[src/rtl/fmeasure_pkg.sv]
// Shared types and defaults for the frequency-meter host controller.
package fmeasure_pkg;

    localparam int unsigned DEFAULT_REF_HZ  = 50_000_000;
    localparam int unsigned DEFAULT_TIMEOUT = 67_108_864;

    typedef enum logic [2:0] {
        IDLE,
        TRIG,
        WAIT_BUSY,
        WAIT_DONE,
        CALC,
        DIV,
        DONE
    } state_t;

    typedef enum logic [1:0] {
        ERR_OK       = 2'd0,
        ERR_TIMEOUT  = 2'd1,
        ERR_DIV0     = 2'd2,
        ERR_OVERFLOW = 2'd3
    } err_t;

endpackage

[src/rtl/fm_divider.sv]
// 64/32 restoring divider, one quotient bit per cycle, 32 cycles after load.
// done is high during the final step; quotient carries that step's result.
module fm_divider (
    input  logic        clk,
    input  logic        rst,
    input  logic        load,
    input  logic [63:0] dividend,
    input  logic [31:0] divisor,
    output logic        done,
    output logic [31:0] quotient
);

    logic [31:0] rem, low, quo, divs;
    logic [4:0]  count;
    logic        running;
    logic [32:0] partial, trial;
    logic        qbit;
    logic [31:0] rem_next;

    // Caller guarantees dividend[63:32] < divisor, so the remainder fits 32 bits.
    assign partial  = {rem, low[31]};
    assign trial    = partial - {1'b0, divs};
    assign qbit     = ~trial[32];
    assign rem_next = qbit ? trial[31:0] : partial[31:0];
    assign quotient = {quo[30:0], qbit};
    assign done     = running && (count == 5'd31);

    always_ff @(posedge clk or posedge rst) begin
        if (rst) begin
            rem     <= '0;
            low     <= '0;
            quo     <= '0;
            divs    <= '0;
            count   <= '0;
            running <= 1'b0;
        end else if (load) begin
            rem     <= dividend[63:32];
            low     <= dividend[31:0];
            divs    <= divisor;
            quo     <= '0;
            count   <= '0;
            running <= 1'b1;
        end else if (running) begin
            rem   <= rem_next;
            low   <= {low[30:0], 1'b0};
            quo   <= quotient;
            count <= count + 5'd1;
            if (count == 5'd31)
                running <= 1'b0;
        end
    end

endmodule

[src/rtl/fm_host.sv]
// Host controller: triggers the meter, waits with timeout, and converts the
// captured cycle counts into a frequency via a serial divider.
module fm_host
    import fmeasure_pkg::*;
#(
    parameter int unsigned REF_HZ  = DEFAULT_REF_HZ,
    parameter int unsigned TIMEOUT = DEFAULT_TIMEOUT
) (
    input  logic        clk,
    input  logic        rst,
    input  logic        req,
    output logic        trig,
    input  logic        meter_busy,
    input  logic [31:0] ca,
    input  logic [31:0] cb,
    output logic [31:0] freq,
    output logic        valid,
    output logic [1:0]  err,
    output logic        busy
);

    localparam logic [31:0] TIMEOUT_W = 32'(TIMEOUT);

    state_t      state, state_next;
    logic [31:0] ca_r, cb_r, cnt, cnt_next;
    logic [63:0] product;
    logic        timed_out, capture, div0, overflow;
    logic        div_load, div_done;
    logic [31:0] quotient;
    logic [31:0] freq_r, res_freq;
    err_t        err_r, res_err;

    assign cnt_next  = cnt + 32'd1;
    assign timed_out = (cnt_next == TIMEOUT_W);
    assign capture   = (state == WAIT_DONE) && !meter_busy;
    assign product   = 64'(ca_r) * 64'(REF_HZ);
    assign div0      = (cb_r == '0);
    assign overflow  = (product[63:32] >= cb_r);

    always_ff @(posedge clk or posedge rst) begin
        if (rst)
            state <= IDLE;
        else
            state <= state_next;
    end

    always_comb begin
        state_next = state;
        res_freq   = '0;
        res_err    = ERR_OK;
        case (state)
            IDLE:      if (req) state_next = TRIG;
            TRIG:      state_next = WAIT_BUSY;
            WAIT_BUSY: begin
                if (timed_out) begin
                    state_next = DONE;
                    res_err    = ERR_TIMEOUT;
                end else if (meter_busy) begin
                    state_next = WAIT_DONE;
                end
            end
            // Completion is checked first so a fall on the final cycle still captures.
            WAIT_DONE: begin
                if (!meter_busy) begin
                    state_next = CALC;
                end else if (timed_out) begin
                    state_next = DONE;
                    res_err    = ERR_TIMEOUT;
                end
            end
            CALC: begin
                if (div0) begin
                    state_next = DONE;
                    res_err    = ERR_DIV0;
                end else if (overflow) begin
                    state_next = DONE;
                    res_freq   = '1;
                    res_err    = ERR_OVERFLOW;
                end else begin
                    state_next = DIV;
                end
            end
            DIV: begin
                if (div_done) begin
                    state_next = DONE;
                    res_freq   = quotient;
                end
            end
            DONE:    state_next = IDLE;
            default: state_next = IDLE;
        endcase
    end

    always_comb begin
        trig     = (state == TRIG);
        valid    = (state == DONE);
        busy     = (state != IDLE);
        div_load = (state == CALC) && !div0 && !overflow;
    end

    always_ff @(posedge clk or posedge rst) begin
        if (rst) begin
            ca_r   <= '0;
            cb_r   <= '0;
            cnt    <= '0;
            freq_r <= '0;
            err_r  <= ERR_OK;
        end else begin
            if (capture) begin
                ca_r <= ca;
                cb_r <= cb;
            end
            if (state == TRIG)
                cnt <= '0;
            else if (state == WAIT_BUSY || state == WAIT_DONE)
                cnt <= cnt_next;
            if (state_next == DONE && state != DONE) begin
                freq_r <= res_freq;
                err_r  <= res_err;
            end
        end
    end

    assign freq = freq_r;
    assign err  = err_r;

    fm_divider u_divider (
        .clk      (clk),
        .rst      (rst),
        .load     (div_load),
        .dividend (product),
        .divisor  (cb_r),
        .done     (div_done),
        .quotient (quotient)
    );

endmodule

[config.mk]
export PLATFORM = sky130hd
export DESIGN_NAME = fm_host
export DESIGN_NICKNAME = d
export VERILOG_FILES = /design/src/rtl/fmeasure_pkg.sv /design/src/rtl/fm_divider.sv /design/src/rtl/fm_host.sv
export SDC_FILE = /design/constraint.sdc
export NUM_CORES = 1
export LEC_CHECK = 0
export CAP_MARGIN = 15
export CORE_MARGIN = 4
export CORE_UTILIZATION = 30
export CTS_CLUSTER_DIAMETER = 80
export CTS_CLUSTER_SIZE = 8
export DETAILED_ROUTE_END_ITERATION = 8
export GPL_TIMING_DRIVEN = 0
export PLACE_DENSITY_LB_ADDON = 0.25
export SLEW_MARGIN = 20
export SYNTH_ARGS = -nofsm -noshare
export SYNTH_HDL_FRONTEND = slang
export SYNTH_HIERARCHICAL = 1
export SYNTH_SLANG_ARGS = --single-unit
[constraint.sdc]
create_clock -name clk -period 14.9 [get_ports clk]
set_input_delay 2.235 -clock clk [delete_from_list [all_inputs] [get_ports clk]]
set_output_delay 2.235 -clock clk [all_outputs]
set_load 0.01 [all_outputs]
# Word-level counts from Yosys, hierarchy flattened
# Cells that the tools add are included.
word_totals:
  elab_cells: 74
  in_bits: 68
  register_bits: 266
  out_inout_bits: 37
classes:
  mul: 1
  order_cmp: 1
  reduce_logical: 14
  n_eq_ne: 10
  n_bitwise: 1
  mux: 32
  addsub: 3
op_table:
  columns: ["op", "count"]
  rows:
  - ["$mux W32", 10]
  - ["$pmux W32 S2", 1]
  - ["$mux W31", 2]
  - ["$mul A32 B19 Y51 const B", 1]
  - ["$sub A33 B32 Y33", 1]
  - ["$add A32 B1 Y32 const B", 1]
  - ["$eq A32 B27 Y1 const B", 1]
  - ["$ge A26 B32 Y1", 1]
  - ["$logic_not A32 Y1", 1]
  - ["$mux W3", 6]
  - ["$pmux W3 S6", 1]
  - ["$eq A3 B3 Y1 const B", 4]
  - ["$mux W5", 2]
  - ["$mux W2", 4]
  - ["$eq A3 B2 Y1 const B", 2]
  - ["$pmux W2 S3", 1]
  - ["$add A5 B1 Y5 const B", 1]
  - ["$eq A5 B5 Y1 const B", 1]
  - ["$logic_and A1 B1 Y1", 5]
  - ["$mux W1", 5]
  - ["$reduce_bool A2 Y1", 2]
  - ["$eq A3 B1 Y1 const B", 1]
  - ["$logic_not A1 Y1", 3]
  - ["$logic_not A3 Y1", 1]
  - ["other kinds (4)", 4]

# Depth between registers and ports, before layout
# Gate-level depths: netlist (run 1).
logic_depth:
  word_depth: 7
  ltp_mapped: 36
  mapped_depth_nobuf: 34

# By module
# Netlist (run 1), hierarchy kept.
by_module_without_submodules:
  columns: ["module", "area_per_inst_um2", "instances", "cells_per_inst", "seq_area_each_um2"]
  rows:
  - ["fm_host", 18327.6, 1, 1876, 3328.2]
  - ["fm_divider", 7957.6, 1, 871, 3328.2]

# Least setup slack after synthesis (run 1)
# No wires, ideal clock.
synth_timing:
  path_type: "reg-to-reg"
  from: "reg ca_r[20]"
  to: "reg u_divider.divs[30]"
  path_stages_with_launch: 33
  setup_time_ps: 134
  t_arrival_ps: 7927
  path_slack_ps: 6839
  synth_period_minus_slack_ps: 8061
  path_cell_list: "dfrtp_1 inv_1 fa_1 inv_1 fa_1 fa_1 fa_1 fa_1 inv_1 fa_1 inv_1 ha_1 a21oi_1 inv_1 a21oi_1 o21ai_0 a21o_1 a41oi_1 o21ai_1 a21oi_1 xnor2_1 ha_1 a21o_1 a21o_1 a211oi_1 o21ai_0 o211ai_1 a31oi_1 nor3_1 clkbuf_1 clkbuf_1 clkbuf_1 o21ai_0"
synth_between:
  elab_chain_cells: 4
synth_lines:
  columns: ["element", "line", "text"]
  rows:
  - ["from (decl)", "fm_host.sv:25", "logic [31:0] ca_r, cb_r, cnt, cnt_next;"]
  - ["from (signal assigned)", "fm_host.sv:103", "ca_r <= '0;"]
  - ["from (signal assigned)", "fm_host.sv:110", "ca_r <= ca;"]
  - ["$mul A32 B19 Y51", "fm_host.sv:36", "assign product = 64'(ca_r) * 64'(REF_HZ);"]
  - ["named net product[53]", "fm_host.sv:26", "logic [63:0] product;"]
  - ["$ge A26 B32 Y1", "fm_host.sv:38", "assign overflow = (product[63:32] >= cb_r);"]
  - ["$logic_not A1 Y1", "fm_host.sv:98", "div_load = (state == CALC) && !div0 && !overflow;"]
  - ["$logic_and A1 B1 Y1", "fm_host.sv:98", null]
  - ["named net div_load", "fm_host.sv:28", "logic div_load, div_done;"]
  - ["to (signal assigned)", "fm_divider.sv:39", "divs <= divisor;"]
  - ["to (decl)", "fm_divider.sv:13", "logic [31:0] rem, low, quo, divs;"]
# The timed path passes the listed nets, and every way through them passes these cells.
# A chain may end at the register's enable or synchronous reset.

# Final worst setup path (run 1)
layout_timing:
  from: "reg ca_r[5]"
  to: "reg u_divider.divs[30]"
# Same word-level chain as after synthesis.

==> results.ini, run 1 <==
[critical_path]
crit_type = reg2reg
r2r-end = u_divider/divs[30]
critPathArrivalTime_ns = 11.26
slowest_stage = clkbuf_1
critical_path_required_ns = 15.33
reg2reg_from = ca_r[5]
crit_path_max_fanout = 10
cpMostUsedCell = fa_1
crit_path_max_incr_delay_ns = 0.62
r2r_slack_ns = 4.07
critPathLaunch = ca_r[5]
critPathTopFamily = adder cells
start_kind = register
worst_r2r_path_depth = 32
critPathCaptureType = register
path_buf_inv = 7

[placed_design]
portBuffers = 104
dp_hpwl_um = 60840
gp_congestion = 0.8590
place_ws_ns = 3.643
placed_cells = 4021
placed_area_um2 = 28900

[global_route]
grt_use_met3_pct = 2.345
grt_use_total_pct = 16.28
busiest_layer = met2
first_global_vias = 20630
grt_max_degree = 80
overflow = 0
grtUsageMet1_pct = 23.30
grt_pass1_wl_um = 120500
grtUsageMet2_pct = 26.50
antenna_found_initial = 4

[logic_synthesis]
synth_area_um2 = 26290
ys.flop_type = dfrtp_1
synth_xor_area_share_pct = 2.999
synthSimpleGateAreaFrac_pct = 10.35
synthMuxAreaShare_pct = 4.498
synth-compound-area-share_pct = 13.66
synthAdderAreaFrac_pct = 34.30
seq_area_frac_synth_pct = 25.32
ys_async_sr_fraction_pct = 100.0
ys_ff_latch = 266
yosys_warnings = 6
synth_edf_count = 0
syn_area_per_cell_um2 = 9.569
ys_types = 83
synth_top_family_by_area = adder cells
syn_inst = 2747

[floorplanning]
start_util_pct = 30.25
io_pins = 105
coreArea_um2 = 86890
chipWidth_um = 304
die_area_um2 = 92420
die_h_um = 304
fp-row-count = 108

[cts]
cts.clk_slew.worst_paths_ns = 0.06
cts-htree-levels = 2
cts_sinks = 266
cts_setup_buffers = 0
cts_made_buffers = 42
clock-root-buffer = clkbuf_16
clockBufferDepth = 3
cts-resized-gates = 0
cts_tree = done
holdBufCountCts = 0
clock_latency_ns = 0.57

[sta]
max_freq_mhz = 92.30
fin_crit_ns = 10.83
slew-limit-headroom_pct = 33.18
setup_violations = 0
totalNegativeSetupSlack_ns = 0
fin_ws_ns = 4.066
worstMarginPinSlew_ns = 0.9931
fin_skew_ns = 0.02538
final.period_utilization_pct = 72.71
drv_slew = 0
rsz0062_at_grt = no
report.final.hold_viol_count = 0

[final_layout]
layout-drive-gt1-share_pct = 4.452
final_cell_mix = inv_1, fa_1, dfrtp_1, ha_1, nand2_1
final_common_cell = inv_1
area_growth_pct = 14.48
fin_cells = 4076
fin_nets = 3527
stdcell_area_um2 = 30090

[job]
max_cap_viol_count = 0

[drt]
remaining_drc_errors = 0
drtIter0Drc = 983
vias = 19630
antenna_left = 0
post_drt_wl_per_cell_um = 18.24
drt-total-wl_um = 74330
dr.pass1.iters = 5
via_per_inst = 4.815

[min_path]
hp-class = reg2reg
min_from = u_divider/quo[30]
min_delay_path_depth = 1
min_to = freq[31]

[status]
status = complete, no violations

-- through the flow --
| stage | util (%) | hold WS, ns |
|---|---|---|
| global route | 34.63 | 0.5316 |
| detailed placement | 33.27 | 0.4973 |
| CTS | 34.63 | 0.5000 |
| global placement | 33.16 | 0.5045 |
| finish | 34.63 | 0.5046 |
| floorplan | - | 0.4645 |
-- Yosys cell counts (all sizes together), types with 3 or more instances --
library cell / number / area share, %
or2: 5 / 0.12
o21a: 12 / 0.34
or3: 7 / 0.19
mux2i: 99 / 3.8
clkbuf: 73 / 1.0
inv: 481 / 6.9
nor3b: 29 / 0.83
nor4: 12 / 0.34
mux2: 17 / 0.73
nor4b: 3 / 0.10
nor3: 29 / 0.59
o211ai: 18 / 0.59
a221o: 33 / 1.3
a41oi: 5 / 0.17
a211oi: 9 / 0.26
a41o: 3 / 0.11
o21bai: 7 / 0.20
buf: 40 / 0.94
and4: 4 / 0.13
nand3: 43 / 0.84
o41ai: 5 / 0.27
a31oi: 14 / 0.33
o2111ai: 4 / 0.13
nor2b: 10 / 0.24
o31ai: 16 / 0.46
nor2: 126 / 1.8
a211o: 4 / 0.13
and2: 13 / 0.32
ha: 263 / 13
nand2: 198 / 2.8
a2111oi: 3 / 0.12
xnor2: 51 / 1.7
nand4: 34 / 0.87
a21o: 48 / 1.4
dfrtp: 266 / 25
nand2b: 18 / 0.43
o21ai: 221 / 4.2
xor2: 39 / 1.3
and3: 20 / 0.48
a21oi: 142 / 2.7
fa: 286 / 22
a21boi: 6 / 0.17
-- sequential cells by signal, indices dropped and copies added (netlist names) --
name and count:
u_divider/rem 32, u_divider/quo 31, u_divider/divs 32, cb_r 32
u_divider/count 5, state 3, freq 32, cnt 32
err 2, u_divider/running 1, u_divider/low 32, ca_r 32
-- kinds of logic after synthesis --
group,Yosys count
AOI/OAI and AO/OA,572
xor gates and xnor gates,90
adders and majority gates,549
buffers and inverters,594
DFF,266
muxes,116
other,1
and+or+nand+nor,559
-- cell type report --
class / count / area, um2
timing repair buffer: 107 / 1104
sequential: 266 / 6656
fill: 8931 / 56800
antenna: 1 / 2.502
tap: 1155 / 1445
clock buffer: 47 / 1110
buffer: 113 / 521.8
multi-input combinational: 1899 / 17360
inverter: 481 / 1821
clock inverter: 7 / 71.32
-- layer usage --
| metal | wire length (um) | vias up |
|---|---|---|
| li1 | - | 9453 |
| met4 | 1102 | 2 |
| met2 | 34310 | 377 |
| met5 | 13 | - |
| met1 | 35710 | 9725 |
| met3 | 3198 | 68 |
-- worst max path at each step --
stage,to,slack (ns),cells after the start
2_1_floorplan,u_divider/divs[30],6.84,32
3_3_place_gp,u_divider/quo[19],3.61,32
3_5_place_dp,u_divider/quo[11],3.64,32
4_1_cts,u_divider/quo[19],3.53,32
5_1_grt,u_divider/divs[23],3.39,33
6_report,u_divider/divs[30],4.07,32
Power of run 1 is not shown: default switching activity piles up to over one toggle a cycle in this logic, so the estimate is an artifact.
==> inputs of run 2 (changes only) <==
==> constraint.sdc (replaced) <==
create_clock -name clk -period 11.3 [get_ports clk]
set_input_delay 1.695 -clock clk [delete_from_list [all_inputs] [get_ports clk]]
set_output_delay 1.695 -clock clk [all_outputs]
set_load 0.01 [all_outputs]
==> run 2 against run 1 <==
  * Non-clock buffer count did not move
  * Final cell count unchanged
  * Worst setup slack got worse by 3.4 ns
  * Sequential cell count is the same
  * Maximum frequency increased by 1.8%
  * Via count about the same
  * Worst hold slack improved by 0.00064 ns
  * Die area did not move
  * Wire length is essentially flat
  * Cell area barely moved
  * First-iteration DRC count did not move
  * Register-to-register slack got worse by 3.4 ns
==> results.ini, run 2 (synthesis results as in run 1) <==
[status]
status = complete, no violations

[min_path]
hp-class = reg2reg
min_from = u_divider/quo[30]
min_to = freq[31]
min_delay_path_depth = 1  ; unchanged

[drt]
antenna_left = 0  ; unchanged
via_per_inst = 4.818  ; about the same
dr.pass1.iters = 5  ; unchanged
post_drt_wl_per_cell_um = 18.24  ; about the same
wl_met1_um = 35740  ; about the same
remaining_drc_errors = 0  ; unchanged
drtIter0Drc = 983  ; unchanged
drt-total-wl_um = 74340  ; about the same
vias = 19640  ; +0.061%
wl_met2_um = 34330  ; about the same
wl_met3_um = 3155  ; -1.3%
highest-signal-layer = met5

[cts]
clock-root-buffer = clkbuf_16
clock_latency_ns = 0.57  ; about the same
clockBufferDepth = 3  ; unchanged
cts-htree-levels = 2  ; unchanged
cts_sinks = 266  ; unchanged
cts_setup_buffers = 0  ; unchanged
cts_tree = done
cts_made_buffers = 42  ; unchanged
cts.clk_slew.worst_paths_ns = 0.06  ; about the same

[critical_path]
critical_path_required_ns = 11.73  ; -3.60 ns
critPathCaptureType = register
slowest_stage = dfrtp_1
critPathTopFamily = adder cells
start_kind = register
crit_type = reg2reg
cpMostUsedCell = fa_1
critPathArrivalTime_ns = 11.07  ; -0.19 ns
r2r_slack_ns = 0.66  ; -3.41 ns
reg2reg_from = ca_r[5]
path_buf_inv = 7  ; unchanged
crit_path_max_fanout = 10  ; unchanged
r2r-end = u_divider/divs[30]
crit_path_max_incr_delay_ns = 0.61  ; about the same
worst_r2r_path_depth = 32  ; unchanged

[job]
max_cap_viol_count = 0  ; unchanged

[global_route]
overflow = 0  ; unchanged
grt_pass1_wl_um = 120500  ; unchanged
grt_use_total_pct = 16.28  ; unchanged
grt_max_degree = 80  ; unchanged
first_global_vias = 20630  ; unchanged
antenna_found_initial = 4  ; unchanged

[sta]
fin_crit_ns = 10.64  ; -0.1934 ns
fin_skew_ns = 0.02543  ; +0.00005150 ns
max_freq_mhz = 93.98  ; +1.8%
report.final.hold_viol_count = 0  ; unchanged
final.period_utilization_pct = 94.16  ; +21 points
setup_violations = 0  ; unchanged
drv_slew = 0  ; unchanged
slew-limit-headroom_pct = 36.44  ; +3.3 points
worstMarginPinSlew_ns = 0.9447  ; -0.04841 ns
rsz0062_at_grt = no
totalNegativeSetupSlack_ns = 0  ; unchanged
fin_ws_ns = 0.6597  ; -3.407 ns

[final_layout]
fillers = 8930  ; -0.011%
fin_nets = 3527  ; unchanged
final_common_cell = inv_1
layout-drive-gt1-share_pct = 4.521  ; +0.068 points
area_growth_pct = 14.49  ; about the same
final_cell_mix = inv_1, fa_1, dfrtp_1, ha_1, nand2_1

[floorplanning]
coreArea_um2 = 86890  ; unchanged
start_util_pct = 30.25  ; unchanged
die_h_um = 304  ; unchanged
die_area_um2 = 92420  ; unchanged
fp-row-count = 108  ; unchanged
chipWidth_um = 304  ; unchanged
io_pins = 105  ; unchanged

[placed_design]
portBuffers = 104  ; unchanged
dp_hpwl_um = 60840  ; unchanged
gp_congestion = 0.8590  ; unchanged
place_ws_ns = 0.04253  ; -3.600 ns

[run 2: changes by cell type in the layout (fill, tap and decap cells not counted)]
| cell | change |
|---|---|
| clkbuf_1 | -2 |
| clkbuf_2 | +2 |
[run 2: timing repair]
action,4_1_cts,5_1_grt
resized for setup,1,4
hold buffers,0,0
pin swaps,0,0
endpoints found under the setup margin,17,104
gates cloned,0,0
[run 2: per-layer routing]
| layer | global-route usage (%) | vias up |
|---|---|---|
| met3 | 2.345 | 68 |
| met1 | 23.30 | 9736 |
| met2 | 26.50 | 378 |
| met4 | 2.971 | 2 |
| met5 | 0 | - |
| li1 | - | 9453 |
[run 2: area by class of cell]
type	instances	area, um2	area share, %
Sequential cell	266	6656	22.12
Tap cell	1155	1445	4.802
Clock inverter	7	71.32	0.2370
Timing Repair Buffer	107	1104	3.667
Multi-Input combinational cell	1899	17360	57.69
Inverter	481	1821	6.049
Clock buffer	47	1110	3.688
Antenna cell	1	2.502	0.008315
Buffer	113	524.3	1.742
[run 2: per-stage QoR]
| stage | cells | hold slack, ns | cell area [um2] | utilization, % |
|---|---|---|---|---|
| after floorplan | 2759 | 0.4645 | 26330 | - |
| after global placement | 4018 | 0.5045 | 28820 | 33.16 |
| after detailed placement | 4021 | 0.4973 | 28900 | 33.27 |
| after CTS | 4075 | 0.5000 | 30090 | 34.63 |
| after global routing | 4075 | 0.5316 | 30090 | 34.63 |
| final | 4076 | 0.5053 | 30100 | 34.64 |
[run 2: worst max-delay path by stage]
stage                   from                 end  slack [ns]  depth (start not counted)
finish               ca_r[5]  u_divider/divs[30]        0.66                         32
CTS                  ca_r[3]   u_divider/quo[19]        0.29                         32
floorplan           ca_r[20]  u_divider/divs[30]        3.24                         32
global route         ca_r[3]  u_divider/divs[19]        0.02                         33
detailed placement   ca_r[3]   u_divider/quo[11]        0.04                         32
global placement     ca_r[3]   u_divider/quo[19]       0.006                         32
[run 2: worst register-to-register path, delay by kind of cell (launching register included)]
| family | cells | cell delay, ns |
|---|---|---|
| flip-flops | 1 | 0.61 |
| AND/OR/NAND/NOR | 3 | 0.82 |
| adder cells (fa/ha/maj) | 8 | 3.82 |
| buffers and inverters | 7 | 1.98 |
| AO/OA/AOI/OAI | 13 | 2.79 |
| XOR/XNOR | 1 | 0.47 |
Power of run 2 is left out for the same reason.
